File: src/rtl/boot_loader_pkg.sv
// Shared definitions for the instruction-memory boot loader: FSM encodings and header width.
package boot_loader_pkg;

    localparam logic [2:0] ST_IDLE = 3'd0;
    localparam logic [2:0] ST_HDR  = 3'd1;
    localparam logic [2:0] ST_LOAD = 3'd2;
    localparam logic [2:0] ST_CHK  = 3'd3;
    localparam logic [2:0] ST_RUN  = 3'd4;
    localparam logic [2:0] ST_ERR  = 3'd5;

    typedef enum logic [2:0] {
        StIdle = ST_IDLE,
        StHdr  = ST_HDR,
        StLoad = ST_LOAD,
        StChk  = ST_CHK,
        StRun  = ST_RUN,
        StErr  = ST_ERR
    } state_e;

    // Header length field is one bit wider than the address so it can express DEPTH itself.
    function automatic int unsigned hdr_w(input int unsigned addr_w);
        return addr_w + 1;
    endfunction

endpackage

File: src/rtl/imem_boot_loader_if.sv
// Valid/ready word stream feeding the boot loader (header, image words, optional checksum).
interface imem_boot_loader_if #(
    parameter int unsigned DATA_W = 32
);
    logic [DATA_W-1:0] data_in;
    logic              data_valid;
    logic              data_ready;

    modport master (output data_in, output data_valid, input data_ready);
    modport slave  (input data_in, input data_valid, output data_ready);
endinterface

File: src/rtl/boot_checksum.sv
// XOR accumulator over image words; clear has priority over enable.
module boot_checksum #(
    parameter int unsigned DATA_W = 32
) (
    input  logic              clk,
    input  logic              rst,
    input  logic              clr,
    input  logic              en,
    input  logic [DATA_W-1:0] data,
    output logic [DATA_W-1:0] acc
);

    logic [DATA_W-1:0] acc_q;

    always_ff @(posedge clk or negedge rst) begin
        if (!rst) begin
            acc_q <= '0;
        end else if (clr) begin
            acc_q <= '0;
        end else if (en) begin
            acc_q <= acc_q ^ data;
        end
    end

    assign acc = acc_q;

endmodule

File: src/rtl/imem_boot_loader.sv
// Streams a length-prefixed program image into instruction memory, then enables the core.
// Optional trailing XOR checksum word when BOOT_LOADER_CHECKSUM_EN is defined.
module imem_boot_loader
    import boot_loader_pkg::*;
#(
    parameter int unsigned ADDR_W = 5,
    parameter int unsigned DATA_W = 32
) (
    input  logic                clk,
    input  logic                rst,
    input  logic                start,
    imem_boot_loader_if.slave   bus,
    output logic                imem_we,
    output logic [ADDR_W-1:0]   imem_addr,
    output logic [DATA_W-1:0]   imem_wdata,
    output logic                core_en,
    output logic                load_done,
    output logic                load_err
);

    localparam int unsigned HdrW = hdr_w(ADDR_W);
    localparam logic [HdrW-1:0] Depth = {1'b1, {ADDR_W{1'b0}}};

    state_e            state_q, state_d;
    logic [HdrW-1:0]   len_q, len_d;
    logic [HdrW-1:0]   count_q, count_d;
    logic              we_q, we_d;
    logic [ADDR_W-1:0] addr_q, addr_d;
    logic [DATA_W-1:0] wdata_q, wdata_d;
    logic              run_q, run_d;
    logic              err_q, err_d;
    logic              ready;
    logic              accept;
    logic [HdrW-1:0]   hdr_len;

`ifdef BOOT_LOADER_CHECKSUM_EN
    logic              chk_clr;
    logic              chk_en;
    logic [DATA_W-1:0] chk_acc;

    boot_checksum #(
        .DATA_W (DATA_W)
    ) u_checksum (
        .clk  (clk),
        .rst  (rst),
        .clr  (chk_clr),
        .en   (chk_en),
        .data (bus.data_in),
        .acc  (chk_acc)
    );
`endif

    assign ready          = (state_q == StHdr) || (state_q == StLoad) || (state_q == StChk);
    assign bus.data_ready = ready;
    assign accept         = bus.data_valid && ready;
    assign hdr_len        = bus.data_in[HdrW-1:0];

    always_comb begin
        state_d = state_q;
        len_d   = len_q;
        count_d = count_q;
        we_d    = 1'b0;
        addr_d  = addr_q;
        wdata_d = wdata_q;
`ifdef BOOT_LOADER_CHECKSUM_EN
        chk_clr = 1'b0;
        chk_en  = 1'b0;
`endif
        unique case (state_q)
            StIdle, StRun, StErr: begin
                if (start) begin
                    state_d = StHdr;
`ifdef BOOT_LOADER_CHECKSUM_EN
                    chk_clr = 1'b1;
`endif
                end
            end
            StHdr: begin
                if (accept) begin
                    len_d   = hdr_len;
                    count_d = '0;
                    state_d = (hdr_len == '0 || hdr_len > Depth) ? StErr : StLoad;
                end
            end
            StLoad: begin
                if (accept) begin
                    we_d    = 1'b1;
                    addr_d  = count_q[ADDR_W-1:0];
                    wdata_d = bus.data_in;
                    count_d = count_q + 1'b1;
`ifdef BOOT_LOADER_CHECKSUM_EN
                    chk_en  = 1'b1;
                    if (count_d == len_q) state_d = StChk;
`else
                    if (count_d == len_q) state_d = StRun;
`endif
                end
            end
`ifdef BOOT_LOADER_CHECKSUM_EN
            StChk: begin
                if (accept) state_d = (bus.data_in == chk_acc) ? StRun : StErr;
            end
`endif
            default: state_d = StIdle;
        endcase
    end

    // Holding run low while entering RUN delays core_en past the final memory write.
    assign run_d = (state_q == StRun) && (state_d == StRun);
    assign err_d = (state_d == StErr);

    always_ff @(posedge clk or negedge rst) begin
        if (!rst) begin
            state_q <= StIdle;
            len_q   <= '0;
            count_q <= '0;
            we_q    <= 1'b0;
            addr_q  <= '0;
            wdata_q <= '0;
            run_q   <= 1'b0;
            err_q   <= 1'b0;
        end else begin
            state_q <= state_d;
            len_q   <= len_d;
            count_q <= count_d;
            we_q    <= we_d;
            addr_q  <= addr_d;
            wdata_q <= wdata_d;
            run_q   <= run_d;
            err_q   <= err_d;
        end
    end

    assign imem_we    = we_q;
    assign imem_addr  = addr_q;
    assign imem_wdata = wdata_q;
    assign core_en    = run_q;
    assign load_done  = run_q;
    assign load_err   = err_q;

endmodule

File: src/flat_wrapper.sv
// flat-port wrapper written by rule: the top's interface ports become plain ports
module imem_boot_loader_flat import boot_loader_pkg::*;
#(
    parameter int unsigned ADDR_W = 5,
    parameter int unsigned DATA_W = 32
)
  (clk, rst, start, imem_we, imem_addr, imem_wdata, core_en, load_done, load_err, bus_data_in, bus_data_valid, bus_data_ready);
  imem_boot_loader_if #(.DATA_W(DATA_W)) bus_i ();
  input  logic clk;
  input  logic rst;
  input  logic start;
  output logic imem_we;
  output logic [ADDR_W-1:0] imem_addr;
  output logic [DATA_W-1:0] imem_wdata;
  output logic core_en;
  output logic load_done;
  output logic load_err;
  input wire logic [$bits(bus_i.data_in)-1:0] bus_data_in;
  input wire logic [$bits(bus_i.data_valid)-1:0] bus_data_valid;
  output wire logic [$bits(bus_i.data_ready)-1:0] bus_data_ready;
  assign bus_i.data_in = bus_data_in;
  assign bus_i.data_valid = bus_data_valid;
  assign bus_data_ready = bus_i.data_ready;
  imem_boot_loader #(.ADDR_W(ADDR_W), .DATA_W(DATA_W)) u_core (.clk(clk), .rst(rst), .start(start), .bus(bus_i), .imem_we(imem_we), .imem_addr(imem_addr), .imem_wdata(imem_wdata), .core_en(core_en), .load_done(load_done), .load_err(load_err));
endmodule
File: config.mk
export PLATFORM = sky130hd
export DESIGN_NAME = imem_boot_loader_flat
export DESIGN_NICKNAME = d
export VERILOG_FILES = /design/src/rtl/boot_loader_pkg.sv /design/src/rtl/imem_boot_loader_if.sv /design/src/rtl/boot_checksum.sv /design/src/rtl/imem_boot_loader.sv /design/src/flat_wrapper.sv
export SDC_FILE = /design/constraint.sdc
export NUM_CORES = 1
export LEC_CHECK = 0
export BUFFER_PORTS_ARGS = -buffer_cell sky130_fd_sc_hd__buf_2
export CAP_MARGIN = 15
export CELL_PAD_IN_SITES_DETAIL_PLACEMENT = 1
export CELL_PAD_IN_SITES_GLOBAL_PLACEMENT = 1
export CORE_MARGIN = 2
export CORE_UTILIZATION = 39
export CTS_CLUSTER_DIAMETER = 30
export CTS_CLUSTER_SIZE = 25
export DETAILED_ROUTE_END_ITERATION = 16
export PLACE_DENSITY_LB_ADDON = 0.2
export REMOVE_ABC_BUFFERS = 1
export SETUP_SLACK_MARGIN = 0.2
export SYNTH_ARGS = -nofsm -noshare
export SYNTH_HDL_FRONTEND = slang
export SYNTH_SLANG_ARGS = --single-unit
File: constraint.sdc
create_clock -name clk -period 4.4 [get_ports clk]
set_input_delay 0 -clock clk [delete_from_list [all_inputs] [get_ports clk]]
set_output_delay 0 -clock clk [all_outputs]
set_load 0.1 [all_outputs]
==> flow_summary.json <==
{
  "hold_slack_ns": 0.0191,
  "skew_ns": 0.0114,
  "dieArea_mm2": 0.00659,
  "cp-start-kind": "flop",
  "grt_usage_pct": 19.1,
  "clk_latency_ns": 0.30,
  "rsz0062_at_grt": "false",
  "wl_um": 5900,
  "area_growth_pct": 36.8,
  "critPathMaxFanout": 40,
  "worst_pin_slew_ns": 0.702,
  "final_net_count": 401,
  "io_pins": 78,
  "critPathTopFamily": "buffers and inverters",
  "antenna_found_initial": 0,
  "netlist_instances": 258,
  "crit_required_ns": 4.58,
  "cts_sinks": 55,
  "port_buffers": 77,
  "cts_resized": 0,
  "status": "finished clean",
  "fmax_mhz": 454,
  "postRouteAntennaNets": 0,
  "worstPathCellList": "inv_1 > or3_1 > inv_2 > nor2_1 > o21ai_0 > o31ai_1",
  "n_antenna_cell": 0,
  "drive_gt1_share_pct": 25.8,
  "place_worst_setup_slack_ns": 2.21,
  "initial_core_util_pct": 39.7,
  "cts_tree": "yes",
  "std_cell_rows": 28,
  "ctsHtreeMaxLevel": 2,
  "crit_buf_inv": 2,
  "fillers": 708,
  "period_share_pct": 50.0,
  "crit_arrival_ns": 2.38,
  "grt_overflow": 0,
  "hpwl_um": 3790,
  "via_count": 2045,
  "drt_pass1_iterations": 4,
  "grt_first_pass_wirelength_um": 9680,
  "core-area_mm2": 0.00585,
  "cpPeakStageDelay_ns": 0.52,
  "final_util_pct": 54.3,
  "cts_hold_buf": 33,
  "hold_path.class": "input pin to flop",
  "drv_slew": 0,
  "worst_slack_ns": 2.20,
  "ys_seq_area_share_pct": 59.3,
  "die_w_um": 81.2,
  "postCtsSetupBuffers": 0,
  "ys_types": 30,
  "numCtsBuffers": 5,
  "fin_setup_tns_ns": 0,
  "drtIter0Drc": 88,
  "critPathSlowestCell": "inv_2",
  "crit_path_end_kind": "flop",
  "drc_errors": 0,
  "final_hold_viol_count": 0,
  "die_y_um": 81.2,
  "maxCapViolCount": 0,
  "cts.clk_slew.worst_paths_ns": 0.10,
  "syn_area_mm2": 0.00232,
  "fin_crit_ns": 2.20,
  "setup_viol": 0,
  "wire_per_inst_um": 13.4,
  "vias_per_cell": 4.65,
  "yosys_register_bits": 55,
  "grt_pass1_vias": 2055,
  "cts_buffer_depth": 2,
  "relSlewSlack_pct": 53.2,
  "gp_congestion": 0.740,
  "grt_max_degree": 56,
  "syn_avg_cell_area_um2": 9.00,
  "path_class": "flop to flop",
  "ys_warn_count": 0,
  "clock-root-buffer": "clkbuf_8"
}
==> Yosys cell counts <==
cell	number	area share [%]
o21ai_0	8	1.7
and2b_2	1	0.38
a31o_1	1	0.38
o22a_2	1	0.43
buf_4	1	0.32
or4_4	1	0.48
and3_1	1	0.27
nor2_1	8	1.3
nor3_1	2	0.43
or3_1	2	0.54
nor3_2	1	0.43
buf_6	2	0.97
inv_2	1	0.16
nor4_1	1	0.27
nor2_2	1	0.27
ha_1	1	0.54
a21oi_1	2	0.43
xnor2_1	9	3.4
nand2_1	132	21
inv_1	3	0.48
o31ai_1	4	1.3
mux2_2	1	0.48
clkbuf_1	5	0.81
dfrtp_1	55	59
buf_2	5	1.1
xor2_1	2	0.75
nand4_1	1	0.27
nand2b_1	2	0.54
nor2b_1	2	0.54
nand3_1	2	0.43
==> flip-flops by register name, summed over array words and instances (netlist names) <==
| register | flops |
|---|---|
| u_core.load_err | 1 |
| u_core.imem_we | 1 |
| u_core.state_q | 3 |
| u_core.imem_wdata | 32 |
| u_core.core_en | 1 |
| u_core.count_q | 6 |
| u_core.imem_addr | 5 |
| u_core.len_q | 6 |
==> worst reg2reg max path, stage by stage, from the launching register on <==
cell and delay (ns):
dfrtp_1 0.49, inv_1 0.12, or3_1 0.39, inv_2 0.52, nor2_1 0.24, o21ai_0 0.23, o31ai_1 0.09
==> stage by stage <==
stage / instance area (µm²) / std cells
after global routing: 3180 / 440
after CTS: 3180 / 440
after floorplan: 2250 / 245
after global placement: 2740 / 399
after detailed placement: 2740 / 399
final: 3180 / 440
==> area by class of cell <==
cell class / instances / area [µm²] / area share (%)
Multi-Input combinational cell: 186 / 857 / 27.0
Tap cell: 75 / 93.8 / 2.95
Inverter: 4 / 15.0 / 0.473
Clock buffer: 7 / 96.3 / 3.03
Clock inverter: 1 / 7.51 / 0.236
Sequential cell: 55 / 1380 / 43.3
Timing Repair Buffer: 112 / 731 / 23.0
==> worst paths after layout <==
| kind | from | endpoint | slack [ns] | depth (start not counted) |
|---|---|---|---|---|
| worst max-delay path | u_core.state_q[1] | u_core.count_q[3] | 2.20 | 6 |
| worst min-delay path | start | u_core.core_en | 0.02 | 3 |
| worst max register to register | u_core.state_q[1] | u_core.count_q[3] | 2.20 | 6 |
| worst min register to register | u_core.imem_wdata[14] | u_core.imem_wdata[14] | 0.48 | 2 |
| max in group asynchronous | rst | u_core.count_q[0] | 3.57 | 3 |
| min in group asynchronous | rst | u_core.imem_wdata[4] | 0.35 | 3 |
==> metal layers <==
metal,global-route usage [%],wire [µm],vias up
met1,24.4,2550,985
met5,0,0,-
li1,-,-,1015
met2,33.8,3100,43
met4,3.05,19,0
met3,4.11,226,2
==> kinds of logic (layout without fill, tap and decap cells) <==
family / Yosys count / in the layout / share of synthesized area (%)
AND/OR/NAND/NOR: 157 / 157 / 27.5
flip-flops: 55 / 55 / 59.3
buffers and inverters: 17 / 124 / 3.83
AO/OA/AOI/OAI: 16 / 16 / 4.26
XOR/XNOR: 11 / 11 / 4.15
adder cells (fa/ha/maj): 1 / 1 / 0.539
multiplexers: 1 / 1 / 0.485
==> placed cells by master (no fill, tap or decap), types with 2 or more instances in the layout <==
cell type	n
clkbuf_8	7
nand2b_1	2
dlygate4sd3_1	33
buf_4	2
xnor2_1	9
nor2_1	8
nor3_1	2
inv_1	3
nand2_1	132
a21oi_1	2
o21ai_0	8
buf_2	77
xor2_1	2
nand3_1	2
nor2b_1	2
or3_1	2
dfrtp_1	55
o31ai_1	4
Power is left out: the tool's default activity adds up to more than one toggle a clock period on the data nets, which glitch-free logic cannot reach.
